`config.mk`:
```
export PLATFORM = sky130hd
export DESIGN_NAME = wubsuit_apb_pwm_flat
export DESIGN_NICKNAME = d
export VERILOG_FILES = /design/src/rtl/wubsuit_apb_pwm_if.sv /design/src/rtl/wubsuit_apb_pwm.sv /design/src/flat_wrapper.sv
export SDC_FILE = /design/constraint.sdc
export NUM_CORES = 1
export LEC_CHECK = 0
export CELL_PAD_IN_SITES_DETAIL_PLACEMENT = 0
export CELL_PAD_IN_SITES_GLOBAL_PLACEMENT = 1
export CORE_MARGIN = 1.5
export CORE_UTILIZATION = 53
export CTS_CLUSTER_DIAMETER = 40
export CTS_CLUSTER_SIZE = 20
export DETAILED_ROUTE_END_ITERATION = 8
export PLACE_DENSITY = 0.84
export SYNTH_ARGS = -nofsm -noshare
export SYNTH_HDL_FRONTEND = slang
export SYNTH_SLANG_ARGS = --single-unit
```
`constraint.sdc`:
```
create_clock -name SYSCLK -period 25.6 [get_ports SYSCLK]
set_input_delay 5.12 -clock SYSCLK [delete_from_list [all_inputs] [get_ports SYSCLK]]
set_output_delay 5.12 -clock SYSCLK [all_outputs]
set_load 0.02 [all_outputs]
```
`src/rtl/wubsuit_apb_pwm_if.sv`:
```
// wubsuit_apb_pwm_if
// APB3 bus between the MSS fabric APB master and the PWM register block.
//
// Signals:
//   MSSPSEL     master -> completer  select
//   MSSPENABLE  master -> completer  access phase
//   MSSPWRITE   master -> completer  1 = write, 0 = read
//   MSSPADDR    master -> completer  byte address, bits [1:0] ignored
//   MSSPWDATA   master -> completer  write data
//   MSSPREADY   completer -> master  transfer complete
//   MSSPRDATA   completer -> master  read data, valid with MSSPREADY on a read
//   MSSPSLVERR  completer -> master  error response, valid with MSSPREADY
interface wubsuit_apb_pwm_if;
    logic        MSSPSEL;
    logic        MSSPENABLE;
    logic        MSSPWRITE;
    logic [7:0]  MSSPADDR;
    logic [31:0] MSSPWDATA;
    logic        MSSPREADY;
    logic [31:0] MSSPRDATA;
    logic        MSSPSLVERR;

    modport master (
        output MSSPSEL, MSSPENABLE, MSSPWRITE, MSSPADDR, MSSPWDATA,
        input  MSSPREADY, MSSPRDATA, MSSPSLVERR
    );

    modport slave (
        input  MSSPSEL, MSSPENABLE, MSSPWRITE, MSSPADDR, MSSPWDATA,
        output MSSPREADY, MSSPRDATA, MSSPSLVERR
    );
endinterface

```
`src/rtl/wubsuit_apb_pwm.sv`:
```
// wubsuit_apb_pwm
// APB3 completer holding the register file for the suit's vibration motors,
// plus the NUM_CH-channel PWM engine that drives them.
//
// Ports:
//   SYSCLK    fabric clock, all logic on the rising edge
//   SYSRESET  asynchronous active-high reset
//   apb       APB3 completer side (MSSP* signals)
//   PWM_OUT   motor drive, bit i = channel i, registered
//
// Register map (word offsets): 0x00 CTRL (bit0 EN), 0x04 PERIOD,
// 0x08+4*i DUTY_i, 0x3C STATUS (bit0 EN, [31:16] live counter).
// PERIOD/DUTY writes land in shadow registers. The engine copies shadows into
// its active registers only when the counter wraps (or every cycle while
// disabled), so a running waveform never glitches.
module wubsuit_apb_pwm #(
    parameter int          NUM_CH     = 8,
    parameter logic [15:0] RST_PERIOD = 16'hFFFF
) (
    input  logic              SYSCLK,
    input  logic              SYSRESET,
    wubsuit_apb_pwm_if.slave  apb,
    output logic [NUM_CH-1:0] PWM_OUT
);

    localparam logic [1:0] ST_IDLE   = 2'd0;
    localparam logic [1:0] ST_SETUP  = 2'd1;  // setup seen, next cycle is first access
    localparam logic [1:0] ST_ACCESS = 2'd2;  // read wait state done, data registered

    localparam logic [5:0] W_CTRL   = 6'd0;
    localparam logic [5:0] W_PERIOD = 6'd1;
    localparam logic [5:0] W_DUTY0  = 6'd2;
    localparam logic [5:0] W_STATUS = 6'd15;
    localparam logic [5:0] DUTY_END = 6'(2 + NUM_CH);

    logic [1:0]  state;
    logic        en;
    logic [15:0] cnt;
    logic [15:0] period_sh;
    logic [15:0] period_act;
    logic [15:0] duty_sh  [NUM_CH];
    logic [15:0] duty_act [NUM_CH];
    logic [31:0] rdata_q;

    logic [5:0]  word;
    logic        access;
    logic        is_duty;
    logic        addr_ok;
    logic        ready;
    logic        wr_fire;
    logic        wrap;
    logic [31:0] rd_mux;
    logic        unused_apb_bits;

    assign word    = apb.MSSPADDR[7:2];
    assign access  = apb.MSSPSEL && apb.MSSPENABLE;
    assign is_duty = (word >= W_DUTY0) && (word < DUTY_END);
    // STATUS is read-only: a write there is an error like an unmapped address.
    assign addr_ok = (word == W_CTRL) || (word == W_PERIOD) || is_duty ||
                     ((word == W_STATUS) && !apb.MSSPWRITE);

    // Writes finish in the first access cycle; reads need the extra cycle
    // spent in ST_ACCESS because read data is registered.
    assign ready   = access && (((state == ST_SETUP) && apb.MSSPWRITE) ||
                                (state == ST_ACCESS));
    assign wr_fire = access && (state == ST_SETUP) && apb.MSSPWRITE && addr_ok;

    assign apb.MSSPREADY  = ready;
    assign apb.MSSPSLVERR = ready && !addr_ok;
    assign apb.MSSPRDATA  = rdata_q;

    assign unused_apb_bits = ^{apb.MSSPWDATA[31:16], apb.MSSPADDR[1:0]};

    // Read mux returns shadow values; unmapped words fall through as 0.
    always_comb begin
        rd_mux = '0;
        if (word == W_CTRL)
            rd_mux[0] = en;
        else if (word == W_PERIOD)
            rd_mux[15:0] = period_sh;
        else if (word == W_STATUS)
            rd_mux = {cnt, 15'd0, en};
        for (int i = 0; i < NUM_CH; i++)
            if (word == 6'(W_DUTY0 + i))
                rd_mux[15:0] = duty_sh[i];
    end

    // APB state machine and registered read data
    always_ff @(posedge SYSCLK or posedge SYSRESET) begin
        if (SYSRESET) begin
            state   <= ST_IDLE;
            rdata_q <= '0;
        end else begin
            rdata_q <= '0;
            case (state)
                ST_IDLE: begin
                    if (apb.MSSPSEL && !apb.MSSPENABLE)
                        state <= ST_SETUP;
                end
                ST_SETUP: begin
                    if (!apb.MSSPSEL) begin
                        state <= ST_IDLE;
                    end else if (apb.MSSPENABLE) begin
                        if (apb.MSSPWRITE) begin
                            state <= ST_IDLE;
                        end else begin
                            state   <= ST_ACCESS;
                            rdata_q <= rd_mux;
                        end
                    end
                end
                // Completing read cycle, or the master gave up: either way
                // the transfer is over.
                ST_ACCESS: state <= ST_IDLE;
                default:   state <= ST_IDLE;
            endcase
        end
    end

    assign wrap = en && (cnt == period_act);

    // PWM engine and register file
    always_ff @(posedge SYSCLK or posedge SYSRESET) begin
        if (SYSRESET) begin
            en         <= 1'b0;
            cnt        <= '0;
            period_sh  <= RST_PERIOD;
            period_act <= RST_PERIOD;
            PWM_OUT    <= '0;
            for (int i = 0; i < NUM_CH; i++) begin
                duty_sh[i]  <= '0;
                duty_act[i] <= '0;
            end
        end else begin
            // Active registers take the pre-edge shadows, so a shadow write on
            // the wrap edge only shows up at the following wrap.
            if (!en || wrap) begin
                cnt        <= '0;
                period_act <= period_sh;
                for (int i = 0; i < NUM_CH; i++)
                    duty_act[i] <= duty_sh[i];
            end else begin
                cnt <= cnt + 16'd1;
            end

            for (int i = 0; i < NUM_CH; i++)
                PWM_OUT[i] <= en && (cnt < duty_act[i]);

            if (wr_fire) begin
                if (word == W_CTRL)
                    en <= apb.MSSPWDATA[0];
                if (word == W_PERIOD)
                    period_sh <= apb.MSSPWDATA[15:0];
                for (int i = 0; i < NUM_CH; i++)
                    if (word == 6'(W_DUTY0 + i))
                        duty_sh[i] <= apb.MSSPWDATA[15:0];
            end
        end
    end

endmodule

```
`src/flat_wrapper.sv`:
```
// flat-port wrapper written by rule: the top's interface ports become plain ports
module wubsuit_apb_pwm_flat 
#(
    parameter int          NUM_CH     = 8,
    parameter logic [15:0] RST_PERIOD = 16'hFFFF
)
  (SYSCLK, SYSRESET, PWM_OUT, apb_MSSPSEL, apb_MSSPENABLE, apb_MSSPWRITE, apb_MSSPADDR, apb_MSSPWDATA, apb_MSSPREADY, apb_MSSPRDATA, apb_MSSPSLVERR);
  wubsuit_apb_pwm_if apb_i ();
  input  logic SYSCLK;
  input  logic SYSRESET;
  output logic [NUM_CH-1:0] PWM_OUT;
  input wire logic [$bits(apb_i.MSSPSEL)-1:0] apb_MSSPSEL;
  input wire logic [$bits(apb_i.MSSPENABLE)-1:0] apb_MSSPENABLE;
  input wire logic [$bits(apb_i.MSSPWRITE)-1:0] apb_MSSPWRITE;
  input wire logic [$bits(apb_i.MSSPADDR)-1:0] apb_MSSPADDR;
  input wire logic [$bits(apb_i.MSSPWDATA)-1:0] apb_MSSPWDATA;
  output wire logic [$bits(apb_i.MSSPREADY)-1:0] apb_MSSPREADY;
  output wire logic [$bits(apb_i.MSSPRDATA)-1:0] apb_MSSPRDATA;
  output wire logic [$bits(apb_i.MSSPSLVERR)-1:0] apb_MSSPSLVERR;
  assign apb_i.MSSPSEL = apb_MSSPSEL;
  assign apb_i.MSSPENABLE = apb_MSSPENABLE;
  assign apb_i.MSSPWRITE = apb_MSSPWRITE;
  assign apb_i.MSSPADDR = apb_MSSPADDR;
  assign apb_i.MSSPWDATA = apb_MSSPWDATA;
  assign apb_MSSPREADY = apb_i.MSSPREADY;
  assign apb_MSSPRDATA = apb_i.MSSPRDATA;
  assign apb_MSSPSLVERR = apb_i.MSSPSLVERR;
  wubsuit_apb_pwm #(.NUM_CH(NUM_CH), .RST_PERIOD(RST_PERIOD)) u_core (.SYSCLK(SYSCLK), .SYSRESET(SYSRESET), .apb(apb_i), .PWM_OUT(PWM_OUT));
endmodule
```
==> metrics <==
num rows=65; Routed Antenna Nets=0; Layout Area Growth over Synthesis=16.8%; CTS tree=yes; r2r worst-path depth=6; cell taking the most area after synthesis=dfrtp_1; Top Ports=87; crit path DAT=7.35 ns; setup tns final=0 ns; die area=33100 um^2; Final WS setup=13.13 ns; Comb pwr share=0.025; dpl hpwl=28900 um; syn nets=1644; Crit path largest cell delay=0.53 ns; CP max FO=30; fin util=0.629; final layout net count=1724; Flop pwr share=0.422; slowest CP cell=clkdlybuf4s50_1; global router's overall resource usage=0.272; critical path startpoint category=input port; synth unique cells=60; sw frac=0.230; pre-CTS setup slack=13.19 ns; FMAX=80.2 MHz; initial antenna violation count=2; Placer Congestion=0.807; worst setup path class=in -> out; syn avg cell area=11.5 um^2; root cell of the clock tree=clkbuf_16; via count=11.8k; count leader, synth=dfrtp_1; multi-input logic area=7400 um^2; DR WL/cell=21.6 um; layout cells sized above 1=0.222; internal power=1.01 mW; P per Cell Area=66.0 nW/um^2; Post-synth EDFFs=0; flops & latches, synth=347; worst hold slack=0.473 ns; top post-synthesis cells by count=dfrtp_1 (315), mux2_2 (162), nand2_1 (144); chip width=182 um; worst hold path type=reg -> reg; worst hold stages=1; max_cap viols=0; FFs w/ async S/R, synth=1.00; postcts setup bufs=0; post-synth top area share=0.465; post-layout total power=1.31 mW; Final Routed Wirelength=43400 um; period utilization=0.487; Clock Sinks=347; Fin. Hold Viols=0; IO Port Bufs=68; Slew Limit Fails=0; yosys synthesis warning count=0; vias in the first global route=11.9k; Post-route DRC=0; H-tree level count=2; leakage power=9.07 nW; hold buffer count at CTS=0; VDD IR max=46.4 uV; DR iter-0 viols=781; Post-Syn Area=16900 um^2; largest net degree at the start of global routing=188; Reg area=8720 um^2; total congestion overflow=0; Post-CTS Resized=0; clock-pin slew on the worst setup and hold paths=0.05 ns; most used cell, CP=clkdlybuf4s50_1; crit-path cells=clkdlybuf4s50_1 -> buf_4 -> nand2_1 -> nor3b_1 -> o21ai_0 -> and2_1 -> clkdlybuf4s50_1; Final min period=12.47 ns; Final Setup Violations=0; drt via density=5.88; skew final=0.0264 ns; actual transition at the worst max-transition pin=1.10 ns; # fillers=2460; CP endpoint kind=primary output; first-pass GRT wire length=68600 um; CTS Buf Count=50; Clk pwr share=0.552; Mapped Cells=1478; top cells by area, synth=dfrtp_1 (47%), mux2_2 (11%), ha_1 (8.9%); clk_lat worst skew=0.56 ns; clock tree buffer depth=3; Main synth FF type=dfrtp_1; core box area=31500 um^2; switching power=0.300 mW; Die Y-Extent=182 um; starting density of the core=0.538; unrepaired setup endpoints after global routing=no; outcome=completed; sequential fraction of the synthesis area=0.515; drt first pass iters=5; relative slew slack=0.266; CP required=20.48 ns
-- cell families after synthesis --
kind of cell / synth area share
buf+inv: 0.0488
compound gates: 0.122
simple gates: 0.0871
xor+xnor: 0.0140
flops: 0.515
mux: 0.124
fa+ha+maj: 0.0893
-- layout make-up --
| type | instances | share of cell area |
|---|---|---|
| Antenna cell | 2 | 0.000253 |
| Clock buffer | 56 | 0.0659 |
| Clock inverter | 38 | 0.0240 |
| Inverter | 132 | 0.0254 |
| Multi-Input combinational cell | 935 | 0.374 |
| Sequential cell | 347 | 0.441 |
| Tap cell | 402 | 0.0254 |
| Timing Repair Buffer | 92 | 0.0441 |
-- worst max-delay path: cells and delay by family --
kind	cells	cell delay [ns]
buffers and inverters	3	1.37
AO/OA/AOI/OAI	1	0.19
AND/OR/NAND/NOR	3	0.66
-- registers in the layout (all words and copies together) (netlist names) --
name / flops
u_core.PWM_OUT: 8
u_core.duty_act: 128
u_core.cnt: 16
u_core.duty_sh: 128
u_core.apb.MSSPRDATA: 32
u_core.period_act: 16
u_core.en: 1
u_core.period_sh: 16
u_core.state: 2
-- cells in the final DEF (no fill, tap or decap), types with 17 or more instances in the layout --
cell             netlist  layout
dfrtp_1              315     315
mux2_2               162     162
nand2_1              144     144
o21ai_0              135     135
inv_1                132     131
ha_1                 121     121
clkdlybuf4s50_1        0      68
a21oi_1               52      52
clkbuf_16              0      50
dfstp_2               32      32
buf_4                  7      23
xnor2_1               21      21
a21o_1                20      20
and2_1                19      19
nor2_1                19      18
nand4_1               17      17
-- final timing paths --
kind	from	end	slack, ns
setup reg to reg	u_core.cnt[12]	u_core.duty_act[64]	22.02
hold / removal	u_core.state[1]	u_core.state[0]	0.47
hold reg to reg	u_core.state[1]	u_core.state[0]	0.47
max in group asynchronous	SYSRESET	u_core.duty_sh[30]	19.00
min in group asynchronous	SYSRESET	u_core.apb.MSSPRDATA[20]	5.10
setup / recovery	apb_MSSPADDR[3]	apb_MSSPSLVERR	13.13
-- routing by layer --
| metal | part of all wire | wire length, um | up-vias | track usage |
|---|---|---|---|---|
| met5 | 0 | 0 | - | 0 |
| met4 | 0.031 | 1340 | 0 | 0.0943 |
| met3 | 0.052 | 2270 | 86 | 0.0377 |
| met2 | 0.47 | 20300 | 320 | 0.438 |
| met1 | 0.45 | 19400 | 5957 | 0.380 |
| li1 | - | - | 5414 | - |
-- metrics by stage --
step	instances	cell area [um^2]
floorplan	1478	16900
global placement	1908	18000
detailed placement	1908	18000
CTS	2002	19800
global route	2003	19800
finish	2004	19800
-- power groups by stage --
stage | combinational (mW) | sequential, mW | clock (mW)
floorplan | 0.0170 | 0.561 | 0
global placement | 0.0334 | 0.561 | 0
detailed placement | 0.0337 | 0.561 | 0
CTS | 0.0339 | 0.551 | 0.730
global route | 0.0368 | 0.551 | 0.756
finish | 0.0332 | 0.551 | 0.722
(Power assumes the default switching activity.)
